`src/rtl/uart_pkg.sv`:
```
// Shared UART definitions: receiver state encoding, line levels and divider limits.
package uart_pkg;

  typedef enum logic [2:0] {
    RX_IDLE,
    RX_START,
    RX_DATA,
    RX_STOP,
    RX_BREAK
  } rx_state_t;

  localparam logic HIGH = 1'b1;
  localparam logic LOW  = 1'b0;

  localparam int UART_DEFAULT_DIV = 625;
  localparam int UART_MIN_DIV     = 2;

  function automatic logic maj3(input logic a, input logic b, input logic c);
    return (a & b) | (a & c) | (b & c);
  endfunction

endpackage

```
`src/rtl/uart_sync2.sv`:
```
// Two-flop synchroniser for asynchronous single-bit inputs; the reset value is
// chosen per use so an idle line does not look like an edge coming out of reset.
module uart_sync2 #(
  parameter logic RESET_VAL = 1'b1
) (
  input  logic clk,
  input  logic reset,
  input  logic d,
  output logic q
);

  logic meta;

  // NOTE: sequential state uses non-blocking assignments so every flop samples
  // the pre-edge value; blocking here would collapse the two stages into one.
  always_ff @(posedge clk or negedge reset) begin
    if (!reset) begin
      meta <= RESET_VAL;
      q    <= RESET_VAL;
    end else begin
      meta <= d;
      q    <= meta;
    end
  end

endmodule

```
`src/rtl/uart_rx_sampler.sv`:
```
// 8N1 receive front end: synchronise, find the start bit, sample at mid-bit, frame bytes.
// Define UART_RX_MAJORITY_EN for 2-of-3 majority sampling around each mid-bit point.
module uart_rx_sampler
  import uart_pkg::*;
#(
  parameter int DIV_W = 10
) (
  input  logic             clk,
  input  logic             reset,
  input  logic             rx_bit,
  input  logic [DIV_W-1:0] freq_divider,
  input  logic             fifo_full,
  output logic [7:0]       rx_data,
  output logic             rx_push,
  output logic             frame_err,
  output logic             overrun,
  output logic             busy
);

`ifdef UART_RX_MAJORITY_EN
  localparam int MAJ_DELAY = 1;
  localparam int MIN_HALF  = 3;
`else
  localparam int MAJ_DELAY = 0;
  localparam int MIN_HALF  = UART_MIN_DIV;
`endif

  localparam logic [DIV_W:0]   ONE       = (DIV_W+1)'(1);
  localparam logic [DIV_W:0]   START_OFS = (DIV_W+1)'(MAJ_DELAY);
  localparam logic [DIV_W-1:0] HALF_MIN  = DIV_W'(MIN_HALF);

  rx_state_t        state, state_next;
  logic             rxs, rxs_prev, fall;
  logic [DIV_W-1:0] half, div_clamped;
  logic [DIV_W:0]   cnt, cnt_end;
  logic [2:0]       idx;
  logic [7:0]       shreg;
  logic             at_end, bit_val;
  logic             push_d, ferr_d, ovr_d;

  uart_sync2 #(.RESET_VAL(HIGH)) u_sync (
    .clk   (clk),
    .reset (reset),
    .d     (rx_bit),
    .q     (rxs)
  );

  assign fall        = rxs_prev & ~rxs;
  assign div_clamped = (freq_divider < HALF_MIN) ? HALF_MIN : freq_divider;

  // START ends at mid start bit; later states count whole bit periods from the
  // previous decision, so the majority delay is paid once and never accumulates.
  assign cnt_end = (state == RX_START) ? ({1'b0, half} - ONE + START_OFS)
                                       : ({half, 1'b0} - ONE);
  assign at_end  = (cnt == cnt_end);

`ifdef UART_RX_MAJORITY_EN
  logic [1:0] hist;

  // hist holds rxs from the two cycles before the decision cycle.
  always_ff @(posedge clk or negedge reset) begin
    if (!reset) hist <= {HIGH, HIGH};
    else        hist <= {hist[0], rxs};
  end

  assign bit_val = maj3(hist[1], hist[0], rxs);
`else
  assign bit_val = rxs;
`endif

  always_ff @(posedge clk or negedge reset) begin
    if (!reset) state <= RX_IDLE;
    else        state <= state_next;
  end

  // NOTE: every output of this block gets a default first, so no path can
  // leave one unassigned and infer a latch.
  always_comb begin
    state_next = state;
    push_d     = LOW;
    ferr_d     = LOW;
    ovr_d      = LOW;
    unique case (state)
      RX_IDLE:  if (fall) state_next = RX_START;
      RX_START: if (at_end) state_next = bit_val ? RX_IDLE : RX_DATA;
      RX_DATA:  if (at_end && idx == 3'd7) state_next = RX_STOP;
      RX_STOP: begin
        if (at_end) begin
          if (bit_val) begin
            state_next = RX_IDLE;
            if (fifo_full) ovr_d  = HIGH;
            else           push_d = HIGH;
          end else begin
            state_next = RX_BREAK;
            ferr_d     = HIGH;
          end
        end
      end
      RX_BREAK: if (rxs) state_next = RX_IDLE;
      default:  state_next = RX_IDLE;
    endcase
  end

  always_ff @(posedge clk or negedge reset) begin
    if (!reset) begin
      rxs_prev  <= HIGH;
      half      <= HALF_MIN;
      cnt       <= '0;
      idx       <= '0;
      shreg     <= '0;
      rx_data   <= '0;
      rx_push   <= LOW;
      frame_err <= LOW;
      overrun   <= LOW;
    end else begin
      rxs_prev  <= rxs;
      rx_push   <= push_d;
      frame_err <= ferr_d;
      overrun   <= ovr_d;
      cnt       <= (state == RX_IDLE || at_end) ? '0 : cnt + ONE;
      if (state == RX_IDLE && fall) begin
        half <= div_clamped;
        idx  <= '0;
      end
      if (state == RX_DATA && at_end) begin
        shreg[idx] <= bit_val;
        idx        <= idx + 3'd1;
      end
      if (push_d) rx_data <= shreg;
    end
  end

  assign busy = (state != RX_IDLE);

endmodule

```
`config.mk`:
```
export PLATFORM = sky130hd
export DESIGN_NAME = uart_rx_sampler
export DESIGN_NICKNAME = d
export VERILOG_FILES = /design/src/rtl/uart_pkg.sv /design/src/rtl/uart_sync2.sv /design/src/rtl/uart_rx_sampler.sv
export SDC_FILE = /design/constraint.sdc
export NUM_CORES = 1
export LEC_CHECK = 0
export ABC_AREA = 1
export CAP_MARGIN = 20
export CORE_MARGIN = 10
export CORE_UTILIZATION = 36
export CTS_BUF_LIST = sky130_fd_sc_hd__clkbuf_4 sky130_fd_sc_hd__clkbuf_8 sky130_fd_sc_hd__clkbuf_16
export DETAILED_ROUTE_END_ITERATION = 10
export PLACE_DENSITY = 0.55
export SLEW_MARGIN = 20
export SYNTH_ARGS = -nofsm -noshare
export SYNTH_HDL_FRONTEND = slang
export SYNTH_SLANG_ARGS = --single-unit
export TNS_END_PERCENT = 100
```
`constraint.sdc`:
```
create_clock -name clk -period 2.5 [get_ports clk]
set_clock_uncertainty 0.2 [all_clocks]
set_input_delay 0.375 -clock clk [delete_from_list [all_inputs] [get_ports clk]]
set_output_delay 0.375 -clock clk [all_outputs]
set_load 0.02 [all_outputs]
```
==> results of run 1 <==
==> Yosys cell counts, types with 3 or more instances <==
master,count,area (um2)
buf_6,3,33.8
dfrtp_1,45,1130
ha_1,4,50.1
nand3_1,44,220
nand2_2,4,25.0
inv_1,41,154
o21ai_1,9,45.0
nor2_2,9,56.3
nor3b_2,3,37.5
a21oi_1,6,30.0
nand4_1,17,106
inv_2,4,15.0
clkbuf_1,4,15.0
nor2_1,33,124
nand2_1,139,522
dfstp_2,4,105
o21ai_0,14,70.1
nor3_1,9,45.0
nor4_1,3,18.8
==> cell type report <==
type,count,area (um2),area share
repair inverters,2,11.3,0.00306
well taps,102,128,0.0347
multi-input cells,307,1590,0.432
flip-flops and latches,49,1230,0.336
repair buffers,44,415,0.113
inverters,47,186,0.0507
clock buffers,6,76.3,0.0208
clock inverters,2,38.8,0.0106
==> through the flow <==
step                setup TNS (ns)  std cells  instance area [um2]   util  total power, uW
floorplan                        0        409                 2920      -             2490
global placement            -0.124        545                 3390  0.434             3030
detailed placement           -1.18        545                 3390  0.434             3050
global route                -0.831        559                 3680  0.471             4250
finish                           0        559                 3680  0.471             3860
CTS                              0        555                 3550  0.454             3700
==> worst max-delay path by stage <==
stage	endpoint	slack [ns]
5_1_grt	shreg[7]	-0.08
4_1_cts	cnt[9]	0.02
3_3_place_gp	shreg[3]	-0.02
2_1_floorplan	cnt[5]	0.19
6_report	shreg[0]	0.07
3_5_place_dp	shreg[1]	-0.14
==> power by group <==
part	switching (uW)	leakage, uW	total [uW]	internal (uW)
Sequential	171	0.000632	1130	959
Combinational	1320	0.00110	2140	823
Clock	281	0.0000588	593	312
==> per-layer routing <==
metal / vias up / track usage
met5: - / 0
met4: 0 / 0.0335
met3: 4 / 0.0238
met2: 44 / 0.206
met1: 1268 / 0.177
li1: 1424 / -
==> registers in the layout, indices dropped and copies added (netlist names) <==
signal,flops
cnt,11
frame_err,1
half,10
idx,3
overrun,1
rx_data,8
rx_push,1
rxs_prev,1
shreg,8
state,3
u_sync.meta,1
u_sync.q,1
==> cells by family (layout without fill, tap and decap cells) <==
| kind of cell | after synthesis | count (layout) | synth area share |
|---|---|---|---|
| AO/OA/AOI/OAI | 31 | 31 | 0.0544 |
| XOR/XNOR | 2 | 2 | 0.00600 |
| adder cells (fa/ha/maj) | 4 | 4 | 0.0171 |
| buffers and inverters | 55 | 101 | 0.0806 |
| flip-flops | 49 | 49 | 0.422 |
| AND/OR/NAND/NOR | 268 | 270 | 0.420 |
==> worst max-delay path: cells and delay by family, from the launching register on <==
family | cells | cell delay (ns)
xor gates and xnor gates | 1 | 0.13
adders and majority gates | 1 | 0.18
AOI/OAI and AO/OA | 1 | 0.20
DFF | 1 | 0.55
and+or+nand+nor | 8 | 1.02
buffers and inverters | 1 | 0.05
==> repair_timing <==
| action | CTS | global route |
|---|---|---|
| hold buffers | 1 | 0 |
| pin swaps | 1 | 9 |
| hold endpoints to repair | 19 | 0 |
| gates resized for setup | 5 | 35 |
| setup buffers | 0 | 1 |
| cloned | 1 | 3 |
| endpoints found under the setup margin | 12 | 35 |
==> impl_metrics.csv, run 1 <==
group,metric,value,unit
global_routing,gr-total-overflow,0,
setup_path,crit_start,"half[1]",
route,ant_nets,0,
clock_tree,cts_buffers,5,
global_routing,antenna_found_initial,0,
setup_path,critPathLaunchType,"flop",
setup_path,critPathMaxFanout,8,
floorplan,start_util,0.374,
setup_path,reg2reg_from,"half[1]",
pwr,ir_drop,0.565,mV
route,wl_per_cell,13.5,um
pwr,power_density,1050,mW/mm2
setup_path,cp.required,2.50,ns
cells_and_area,mostFrequentLayoutCells,"nand2_1, dfrtp_1, nand3_1, inv_1, nor2_1",
place,io_buffers,25,
global_routing,grt_pass1_wl,12.8,mm
floorplan,io_pins,26,
floorplan,fp-row-count,32,
clock_tree,cts.sinks,49,
logic_synthesis,netlist_area,0.00292,mm2
setup_path,cpMostUsedCell,"nand2_1",
hold_path,holdPathStages,0,
route,wirelength,7.55,mm
setup_path,critical_path_class,"flop to flop",
floorplan,fp.coreArea,0.00781,mm2
place,dp_hpwl,5.60,mm
cells_and_area,syn2layout_area_growth,25.9,%
logic_synthesis,ys.flop_type,"dfrtp_1",
logic_synthesis,ys_ff_latch,49,
timing,finalHoldViolCount,0,
route,drc_errors,0,
setup_path,rrSetupSlack,0.07,ns
logic_synthesis,yosys_warnings,0,
route,vias,2740,
timing,setup_ws,0.0719,ns
setup_path,arrival,2.42,ns
floorplan,die_w,110,um
place,gp_congestion,0.845,
route,first_iter_violations,193,
timing,hold_ws,0.164,ns
timing,worst_pin_slew,0.686,ns
global_routing,grt_max_degree,50,
hold_path,hold_end,"u_sync.q",
setup_path,crit_slowest_cell,"dfstp_2",
timing,slew_viol_final,0,
timing,rsz0062_at_grt,"true",
job,drv_cap,0,
setup_path,endpoint_kind,"flop",
route,route.met2.wl,3.48,mm
route,wirelength_met1,3.79,mm
pwr,power.leakage,0.00179,uW
timing,fmax,412,MHz
cells_and_area,antenna_cells,0,
setup_path,r2r_end,"shreg[0]",
timing,finalSetupViolCount,0,
route,dr.pass1.iters,4,
logic_synthesis,seq_area_frac_synth,0.422,
cells_and_area,final_common_cell,"nand2_1",
setup_path,critical_path.cell_chain,"inv_2, ha_4, xnor2_1, or2_1, nand2_1, nand2_1, nand2_1, nand4_1, nor2_4, nand3_4, o21ai_1, nand2_1",
route,top_layer_used,"met4",
global_routing,grtUsageTotal,0.129,
cells_and_area,fillers,808,
clock_tree,htreeDepth,2,
cells_and_area,nets,474,
logic_synthesis,synthCells,409,
hold_path,hp-class,"flop to flop",
setup_path,critPathMaxStageDelay,0.55,ns
logic_synthesis,syn_nets,427,
route,viasPerCell,4.90,
timing,slew_headroom,0.539,
clock_tree,cts-root-buf,"clkbuf_8",
clock_tree,clockBufferDepth,2,
run_status,outcome,"finished, final reports clean",
route,met3WireLength,238,um
setup_path,ff2ff_path_depth,12,
clock_tree,path_clk_slew,0.10,ns
timing,fin_crit,2.43,ns
place,preCtsSetupSlack,-0.139,ns
logic_synthesis,async_reset_ff_frac,1.00,
floorplan,fp.dieH,110,um
cells_and_area,drive_gt1_frac,0.184,
logic_synthesis,synth_area_per_cell,7.14,um2
hold_path,min_from,"u_sync.meta",
logic_synthesis,synth_edf_count,0,
global_routing,first_global_vias,2688,
clock_tree,clk_latency,0.30,ns
clock_tree,cts_tree,"yes",
floorplan,dieArea,0.0121,mm2
timing,period_share,0.971,
logic_synthesis,ys_types,33,
Power figures use the tool's default switching activity.
==> inputs of run 2 (changes only) <==
Settings changed: SYNTH_HIERARCHICAL from default to 1.
==> impl_metrics.csv, run 2 <==
group,metric,value,unit
run_status,outcome,"finished, final reports clean",
clock_tree,clk_latency,0.31,ns
logic_synthesis,netlist_area,0.00282,mm2
cells_and_area,nets,452,
route,vias,2533,
cells_and_area,fin_util,0.468,
timing,finalSetupViolCount,0,
floorplan,fp.dieH,108,um
setup_path,arrival,2.35,ns
clock_tree,cts_tree,"yes",
route,drc_errors,0,
logic_synthesis,synthCells,385,
cells_and_area,final_common_cell,"nand2_1",
pwr,ir_drop,0.458,mV
logic_synthesis,synth.top_cell.area_share,0.399,
setup_path,critical_path_class,"flop to flop",
timing,fin_crit,2.36,ns
timing,finalHoldViolCount,0,
place,preCtsSetupSlack,-0.0273,ns
cells_and_area,regMostFlops,"cnt",
clock_tree,cts.sinks,49,
setup_path,critPathLaunchType,"flop",
global_routing,antenna_found_initial,0,
cells_and_area,mostFrequentLayoutCells,"nand2_1, nand3_1, dfrtp_1, inv_1, nor2_1",
setup_path,critPathMaxFanout,7,
pwr,clkPwrFrac,0.145,
logic_synthesis,ys_ff_latch,49,
logic_synthesis,ys_types,29,
timing,fmax,425,MHz
floorplan,dieArea,0.0118,mm2
pwr,power_density,973,mW/mm2
floorplan,fp.coreArea,0.00769,mm2
pwr,power_frac_comb,0.542,
cells_and_area,largest_reg_flops,11,
place,io_buffers,25,
route,ant_nets,0,
logic_synthesis,synthTopCellsByCount,"nand2_1, nand3_1, dfrtp_1, inv_1, nor2_1",
global_routing,grt_pass1_wl,10.9,mm
logic_synthesis,async_reset_ff_frac,1.00,
pwr,p_sw,1610,uW
logic_synthesis,yosys_warnings,6,
pwr,power.leakage,0.00169,uW
logic_synthesis,synthMostInstantiatedCell,"nand2_1",
timing,rsz0062_at_grt,"true",
logic_synthesis,seq_area_frac_synth,0.437,
hold_path,hp-class,"flop to flop",
clock_tree,htreeDepth,2,
floorplan,fp-row-count,32,
cells_and_area,antenna_cells,0,
timing,slew_headroom,0.733,
clock_tree,cts-root-buf,"clkbuf_8",
timing,period_share,0.942,
global_routing,gr-total-overflow,0,
setup_path,cp.required,2.50,ns
cells_and_area,syn2layout_area_growth,27.7,%
route,wirelength,6.50,mm
setup_path,endpoint_kind,"flop",
clock_tree,clockBufferDepth,2,
route,first_iter_violations,94,
cells_and_area,drive_gt1_frac,0.200,
route,wl_per_cell,12.1,um
place,dp_hpwl,4.90,mm
route,dr.pass1.iters,5,
floorplan,die_w,108,um
logic_synthesis,syn_nets,403,
global_routing,grt_max_degree,22,
global_routing,first_global_vias,2379,
clock_tree,path_clk_slew,0.10,ns
global_routing,grtUsageTotal,0.112,
clock_tree,cts_buffers,5,
floorplan,io_pins,26,
logic_synthesis,synthTopCellsByArea,"dfrtp_1, nand2_1, nand3_1",
logic_synthesis,synth_edf_count,0,
logic_synthesis,synth_area_per_cell,7.32,um2
timing,setup_ws,0.145,ns
pwr,p_int,1890,uW
job,drv_cap,0,
timing,worst_pin_slew,0.401,ns
pwr,switching_share,0.461,
cells_and_area,top_regs,"cnt: 11 flops, half: 10 flops",
pwr,seq_power_share,0.313,
logic_synthesis,yosysTopAreaCell,"dfrtp_1",
timing,slew_viol_final,0,
logic_synthesis,ys.flop_type,"dfrtp_1",
place,gp_congestion,0.846,
floorplan,start_util,0.367,
route,viasPerCell,4.72,
run 2: changes by cell type after synthesis, sizes merged, moves of 2 or more:
cell,change
nor3b,-2
nand3,+16
buf,-2
nor4,-2
a21oi,+3
nand4,-15
nand2,-21
nor2,+2
nor3,+3
o21ai,-3
run 2: cell families after synthesis:
logic type / after synthesis / share of synthesized area
AOI/OAI and AO/OA: 30 / 0.0537
xor gates and xnor gates: 3 / 0.00932
adders and majority gates: 4 / 0.0178
buffers and inverters: 53 / 0.0794
DFF: 49 / 0.437
and+or+nand+nor: 246 / 0.403
run 2: repair_timing:
action                                 in CTS  in global routing
hold buffers                                1                  0
setup endpoints to repair                  19                 34
gates resized for setup                     3                 34
buffers inserted                            0                  6
pin swaps                                   2                 10
endpoints found under the hold margin      11                  0
cloned                                      0                  2
run 2: area by class of cell:
type	count	area, um2
Clock buffer	5	68.8
Clock inverter	3	25.0
Fill cell	789	4090
Inverter	47	196
Multi-Input combinational cell	284	1520
Sequential cell	49	1230
Tap cell	102	128
Timing Repair Buffer	46	415
Timing Repair inverter	1	16.3
run 2: layer usage:
layer	vias up	track usage	wire [um]
li1	1341	-	-
met1	1156	0.155	3230
met2	29	0.169	2910
met3	7	0.0202	243
met4	0	0.0433	118
met5	-	0	0
run 2: power by group through the flow:
stage,registers [uW],logic (uW),clock network [uW]
floorplan,1070,1220,0
global placement,1100,1600,0
detailed placement,1100,1610,0
CTS,1080,1640,531
global route,1130,2140,558
finish,1100,1900,507
run 2: path summary, 6_finish.rpt:
kind | start | endpoint | slack (ns) | depth (start not counted)
worst max-delay path | state[2] | shreg[5] | 0.14 | 15
worst min-delay path | u_sync/meta | u_sync/q | 0.16 | 0
worst max register to register | state[2] | shreg[5] | 0.14 | 15
worst min register to register | u_sync/meta | u_sync/q | 0.16 | 0
max in group asynchronous | reset | shreg[6] | 1.17 | 3
min in group asynchronous | reset | rx_data[1] | 0.31 | 2
run 2: stage by stage:
| step | hold slack [ns] | power (uW) | cells | instance area (um2) | setup TNS, ns |
|---|---|---|---|---|---|
| 5_1_grt | 0.167 | 3830 | 537 | 3600 | -0.178 |
| 6_report | 0.162 | 3500 | 537 | 3600 | 0 |
| 3_3_place_gp | 0.133 | 2700 | 520 | 3270 | -0.00590 |
| 2_1_floorplan | -0.121 | 2300 | 385 | 2820 | 0 |
| 3_5_place_dp | 0.130 | 2710 | 520 | 3270 | -0.166 |
| 4_1_cts | 0.164 | 3250 | 529 | 3390 | 0 |
run 2: worst max-delay path, cell delays in order (launching register included):
cell	delay [ns]
dfrtp_1	0.43
inv_2	0.07
nand2_2	0.07
nor2_4	0.14
clkbuf_2	0.19
nand3_1	0.10
nand3_1	0.09
nand2_1	0.05
nor2_1	0.11
nand3_2	0.10
nor2_4	0.14
nand3_4	0.19
inv_8	0.12
nand3_1	0.10
nand2_1	0.07
o21ai_1	0.06
